**config.mk**
```make
export PLATFORM = sky130hd
export DESIGN_NAME = host_uart_command_enc
export DESIGN_NICKNAME = d
export VERILOG_FILES = /design/src/rtl/host_uart_command_enc.sv
export SDC_FILE = /design/constraint.sdc
export NUM_CORES = 1
export LEC_CHECK = 0
export ABC_AREA = 0
export ABC_CLOCK_PERIOD_IN_PS = 2500
export CAP_MARGIN = 5
export CORE_AREA = 2 2 111 113
export DETAILED_ROUTE_END_ITERATION = 12
export DIE_AREA = 0 0 113 115
export MAX_ROUTING_LAYER = met4
export PLACE_DENSITY_LB_ADDON = 0.3
export SETUP_SLACK_MARGIN = 0.4
export SYNTH_ARGS = -nofsm -noshare
export SYNTH_HDL_FRONTEND = slang
export SYNTH_SLANG_ARGS = --single-unit
```
**constraint.sdc**
```tcl
create_clock -name clk -period 2.5 [get_ports clk]
set_clock_uncertainty 0.1 [all_clocks]
set_input_delay 0.25 -clock clk [delete_from_list [all_inputs] [get_ports clk]]
set_output_delay 0.25 -clock clk [all_outputs]
set_load 0.02 [all_outputs]
```
**src/rtl/host_uart_command_enc.sv**
```systemverilog
// Host command encoder: turns a start request into a byte frame for a UART
// transmitter. The frame is latched whole into a shift buffer on start and
// handed out one byte per valid/ready handshake, byte 0 first.
module host_uart_command_enc (
  input  logic         clk,
  input  logic         reset,
  input  logic         start,
  input  logic [15:0]  cmd_select,
  input  logic [255:0] input_data,
  output logic [7:0]   tx_byte,
  output logic         tx_valid,
  input  logic         tx_ready,
  output logic         done,
  output logic         error
);

  localparam logic [15:0] CMD_ENCRYPT_OFF = 16'h0001;
  localparam logic [15:0] CMD_ENCRYPT_ON  = 16'h0002;
  localparam logic [15:0] CMD_READ_YAW    = 16'h0003;

  // Six 0xFF bytes shared by both encrypt frames.
  localparam logic [47:0] BROADCAST_ADDR  = 48'hFFFF_FFFF_FFFF;

  typedef enum logic {
    IDLE,
    SEND
  } state_t;

  state_t      state;
  state_t      state_next;
  logic [71:0] buffer;
  logic [71:0] buffer_next;
  logic [3:0]  count;
  logic [3:0]  count_next;
  logic        error_next;

  logic        legal_cmd;
  logic [71:0] frame;
  logic [3:0]  frame_len;

  // Only the low 48 payload bits carry a target; the rest is intentionally dropped.
  logic        unused_payload;
  assign unused_payload = ^input_data[255:48];

  // Decode cmd_select into a frame image (byte 0 in the low byte) and its length.
  always_comb begin
    legal_cmd = 1'b1;
    frame     = '0;
    frame_len = '0;
    case (cmd_select)
      CMD_ENCRYPT_OFF: begin
        frame     = {8'h00, 8'h01, BROADCAST_ADDR, 8'h01};
        frame_len = 4'd9;
      end
      CMD_ENCRYPT_ON: begin
        frame     = {8'h01, 8'h01, BROADCAST_ADDR, 8'h01};
        frame_len = 4'd9;
      end
      CMD_READ_YAW: begin
        frame     = {16'h0000, input_data[47:0], 8'h03};
        frame_len = 4'd7;
      end
      default: begin
        legal_cmd = 1'b0;
      end
    endcase
  end

  // Next-state logic: accept starts only in IDLE, shift one byte per handshake in SEND.
  always_comb begin
    state_next  = state;
    buffer_next = buffer;
    count_next  = count;
    error_next  = error;
    case (state)
      IDLE: begin
        if (start) begin
          if (legal_cmd) begin
            buffer_next = frame;
            count_next  = frame_len;
            error_next  = 1'b0;
            state_next  = SEND;
          end else begin
            error_next  = 1'b1;
          end
        end
      end
      SEND: begin
        if (tx_ready) begin
          buffer_next = {8'h00, buffer[71:8]};
          count_next  = count - 4'd1;
          if (count == 4'd1) begin
            state_next = IDLE;
          end
        end
      end
      default: begin
        state_next = IDLE;
      end
    endcase
  end

  // State, buffer, count and error registers with asynchronous active-low reset.
  always_ff @(posedge clk or negedge reset) begin
    if (!reset) begin
      state  <= IDLE;
      buffer <= '0;
      count  <= '0;
      error  <= 1'b0;
    end else begin
      state  <= state_next;
      buffer <= buffer_next;
      count  <= count_next;
      error  <= error_next;
    end
  end

  // Outputs follow the state directly, so a reset drops tx_valid without a clock edge.
  assign tx_valid = (state == SEND);
  assign done     = (state == IDLE);
  assign tx_byte  = tx_valid ? buffer[7:0] : 8'h00;

endmodule

```
After elaboration in Yosys (flattened, before gate mapping)
Index checks and enable logic that the tools add are counted.
Cells by class
  bitwise logic cells: 1
  divide/modulo/power cells: 0
  reduce and logical (&&, ||, !) cells: 4
  muxes and demuxes: 18
  shifts and indexed selects: 0
  magnitude comparators: 0
  $mul: 0
  $add $sub $neg: 1
  equality and inequality tests: 7
Operator list (count)
  72-bit two-way mux: 3
  65-bit one-hot mux with 3 select lines: 1
  72-bit one-hot mux with 2 select lines: 1
  16-bit by 2-bit equality test with 1-bit output, second input constant: 2
  16-bit by 1-bit equality test with 1-bit output, second input constant: 1
  4-bit one-hot mux with 2 select lines: 2
  4-bit two-way mux: 3
  8-bit two-way mux: 1
  1-bit two-way mux: 6
  4-bit by 1-bit equality test with 1-bit output, second input constant: 1
  2-bit != test, second input constant: 2
  4-bit by 1-bit subtractor with 4-bit output, second input constant: 1
  3-bit AND reduction: 1
  3-bit OR reduction: 1
  2-bit by 1-bit != test with 1-bit output, second input constant: 1
  1-bit one-hot mux with 2 select lines: 1
  2-bit AND reduction: 1
  2-bit OR reduction: 1
  1-bit inverter: 1
Storage, ports and cells
  logic and storage cells: 35
  memories: 0
  bits in read-only memories: 0
  flip-flop bits (word level): 78
  RAM bits: 0
  bits in latches: 0

Depth between registers and ports, before layout
  word-level depth: 6
  gate-level depth with buffers: 7

Least setup slack after synthesis
Ideal clock, no wire load.
  path type: register to register
  start: register state, in the netlist tx_valid
  end: register buffer[18]
  buffers on the path: 3
  setup slack: 0.501 ns
  data required time: 2.273 ns
  data arrival time: 1.772 ns
  clock period less this slack: 1.999 ns
  cell stages (with the launch flop): 8
  setup time: 0.127 ns
  cell sequence: dfrtp_1 -> buf_2 -> nor3_4 -> nand2_1 -> o21ai_2 -> buf_6 -> buf_6 -> mux2_1
On the way
  cells in the longest elaborated chain, start to end: 3
  elaborated cells on any way between the ends: 6
  those cells by class: 3 x eq/ne; 1 x mux; 1 x bitwise; 1 x reduce/logical
RTL lines
  start, declared: line 29  | state_t state;
  start signal, assigned: line 111  | state <= state_next;
  1-bit inverter (no line)
  2-bit by 1-bit != test with 1-bit output (no line) / 2-bit != test (equally long branches)
  3-bit AND reduction (no line)
  end signal, assigned: line 112  | buffer <= buffer_next;
  end, declared: line 31  | logic [71:0] buffer;
Parallel ways exist; a longest one is shown, timed or not.
A chain may end at the register's enable or synchronous reset.

Final worst setup path
  start: register state, in the netlist tx_valid
  end: output tx_byte[5]
On the way
  cells in the longest elaborated chain, start to end: 1
RTL lines
  8-bit two-way mux: line 121  | assign tx_byte = tx_valid ? buffer[7:0] : 8'h00;
  end, declared: line 10  | output logic [7:0] tx_byte,
Every way passes these cells.

==> flow_summary.json <==
{
  "switching_share": 0.304,
  "final_hold_viol_count": 0,
  "holdWs_ns": 0.368,
  "ff2ff_setup_slack_ns": 0.48,
  "synth-main-ff-cell": "dfrtp_1",
  "cts.clk_slew.worst_paths_ns": 0.05,
  "num_io_pins": 287,
  "power.share.sequential": 0.343,
  "h-tree-depth": 3,
  "vias": 2887,
  "dp_hpwl_mm": 6.15,
  "fp.dieW_um": 113,
  "synth_top_area_cell": "dfrtp_1",
  "r2r_end": "buffer[50]",
  "slowest_delay_ns": 0.62,
  "crit_slowest_cell": "clkdlybuf4s50_1",
  "cp.required_ns": 2.15,
  "antenna_found_initial": 0,
  "r2r-start": "tx_valid",
  "finalCritPeriodShare": 0.824,
  "gp_congestion": 0.772,
  "syn_area_um2": 3400,
  "grt_pass1_vias": 2917,
  "initial_core_util": 0.288,
  "yosysUniqueCellTypes": 42,
  "setup_violations": 0,
  "violations": "DRC",
  "overflow": 0,
  "synth_fp_nets": 618,
  "grt_usage": 0.155,
  "maxCapViolations": 0,
  "clock_latency_ns": 0.32,
  "final_core_util": 0.412,
  "crit_path_max_fanout": 27,
  "placementRows": 40,
  "ir_worst_vdd_mv": 0.305,
  "clock.fmax_mhz": 485,
  "rsz0062_at_grt": "false",
  "nets": 701,
  "crit_chain": "buf_12, and2_1, clkdlybuf4s50_1",
  "coreArea_um2": 11800,
  "drc": 1,
  "powerDensity_nw_per_um2": 732,
  "first_pass_iters": 8,
  "drt_iter0_drc": 167,
  "cts_inserted_buffers": 9,
  "p_sw_mw": 1.08,
  "tightest_slew_ns": 0.373,
  "drv_slew": 0,
  "synth_edf_count": 0,
  "status": "finished, violations left",
  "worstSetupPathType": "reg -> out",
  "final_layout_size_suffix_gt1_frac": 0.173,
  "fill_cells": 1167,
  "crit_start": "tx_valid",
  "grt_max_degree": 65,
  "grt_pass1_wl_mm": 15.3,
  "yosysTopAreaCellShare": 0.472,
  "synth_cells": 340,
  "cp.arrival_ns": 1.71,
  "ys.warnings.count": 0,
  "hold_path_class": "in -> async",
  "antenna_left": 0,
  "chipHeight_um": 115,
  "wire_per_inst_um": 17.8,
  "clockRootBuffer": "clkbuf_16",
  "setup_tns_ns": 0,
  "async_reset_ff_frac": 1.00,
  "wirelength_mm": 10.2,
  "io_buffers": 78,
  "ys_seq_area_frac": 0.472,
  "synthTopCellsByArea": "dfrtp_1 (47%), o21ai_0 (12%), mux2_2 (9.3%), mux2_1 (6.3%), nand2_1 (4.8%)",
  "clock_sinks": 64,
  "cts_tree": "built",
  "leakage_nw": 2.11,
  "cp-end-kind": "output pin",
  "areaGrowthSynthToFinish_pct": 43.3,
  "clockPowerShare": 0.343,
  "p_comb_frac": 0.314,
  "via_per_inst": 5.03,
  "min_period_ns": 2.06,
  "synth.ff_latch_count": 64,
  "crit_path_start_kind": "flip-flop",
  "p_int_mw": 2.48,
  "fp.dieArea_um2": 13000,
  "ff2ff_path_depth": 7,
  "avgSynthCellArea_um2": 9.99,
  "max-slew-margin-rel": 0.748,
  "clock_path_buffers": 2,
  "num_antenna_cells": 0
}
## per-layer routing
| layer | wire length [um] | GRT usage | vias up |
|---|---|---|---|
| li1 | - | - | 1377 |
| met1 | 4890 | 0.212 | 1432 |
| met2 | 4820 | 0.239 | 72 |
| met3 | 436 | 0.0316 | 6 |
| met4 | 53 | 0.0350 | 0 |
| met5 | 0 | - | - |
## critical path: cells and delay by family (launching register included)
family / cells / cell delay (ns)
simple gates: 1 / 0.15
buf+inv: 2 / 0.82
flops: 1 / 0.40
## worst max path at each step
stage                      end  slack [ns]  cells after the start
finish              tx_byte[5]        0.44                      3
global route        tx_byte[5]        0.40                      3
CTS                 tx_byte[6]        0.39                      3
detailed placement  buffer[11]        0.06                      6
global placement    buffer[13]        0.11                      6
floorplan           buffer[18]        0.50                      7
## synthesized netlist by cell type (4+ instances only)
cell / n
mux2_2: 28
nand2_1: 43
and2_1: 9
nor2_1: 13
clkbuf_1: 16
a22o_1: 6
inv_1: 4
mux2_1: 19
dfrtp_1: 64
o21ai_0: 79
nor3_1: 8
a21oi_1: 4
## registers in the layout, indices dropped and copies added, names as in the netlist
signal and count:
buffer 58, error 1, count 4, tx_valid 1
## cell families (layout without fill, tap and decap cells)
| kind of cell | after synthesis | after routing | share of synthesized area |
|---|---|---|---|
| flops | 64 | 64 | 0.472 |
| xor+xnor | 1 | 1 | 0.00258 |
| simple gates | 89 | 89 | 0.140 |
| mux | 49 | 49 | 0.162 |
| fa+ha+maj | 2 | 2 | 0.00737 |
| compound gates | 103 | 103 | 0.172 |
| buf+inv | 32 | 119 | 0.0453 |
## cell usage in the layout (no fill, tap or decap), types with 2 or more instances in the layout
cell              n
a31oi_1           2
buf_4             8
a211oi_1          2
buf_12            7
mux2i_1           2
dlymetal6s2s_1    4
a21oi_1           4
mux2_2           28
nand3_1           2
nor4_4            3
a311oi_1          2
dfrtp_1          63
nor3_1            8
and2_1            9
mux2_1           19
clkbuf_16        12
or2_2             2
nand2_1          42
inv_1             4
ha_1              2
clkdlybuf4s50_1  72
nor4_1            2
o21ai_0          79
nor2_1           13
clkinv_2          3
a22o_1            6
## metrics by stage
| step | worst slack, ns | instances | cell area (um^2) | power [mW] |
|---|---|---|---|---|
| floorplan | 0.501 | 340 | 3400 | 1.77 |
| global placement | 0.114 | 549 | 4390 | 2.15 |
| detailed placement | 0.0597 | 549 | 4390 | 2.17 |
| CTS | 0.394 | 568 | 4730 | 3.49 |
| global route | 0.402 | 574 | 4870 | 3.74 |
| finish | 0.440 | 574 | 4870 | 3.56 |
## power groups by stage
stage	clock network, mW	logic (mW)	registers (mW)
floorplan	0	0.550	1.22
global placement	0	0.905	1.24
detailed placement	0	0.918	1.25
CTS	1.24	1.02	1.22
global route	1.30	1.20	1.24
finish	1.22	1.12	1.22
## timing repair
action / 4_1_cts / 5_1_grt
endpoints found under the hold margin: 64 / 0
setup endpoints to repair: 11 / 51
gates resized for setup: 1 / 6
pin swaps: 0 / 3
gates cloned: 1 / 4
setup buffers: 2 / 2
hold buffers: 1 / 0
## layout make-up
class / instances / area [um^2] / share of cell area
multi-input combinational: 244 / 1660 / 0.341
clock inverter: 4 / 45.0 / 0.00926
tap: 147 / 184 / 0.0378
sequential: 64 / 1600 / 0.329
clock buffer: 11 / 243 / 0.0499
timing repair buffer: 99 / 1110 / 0.229
inverter: 5 / 18.8 / 0.00386
(Power assumes the default switching activity.)
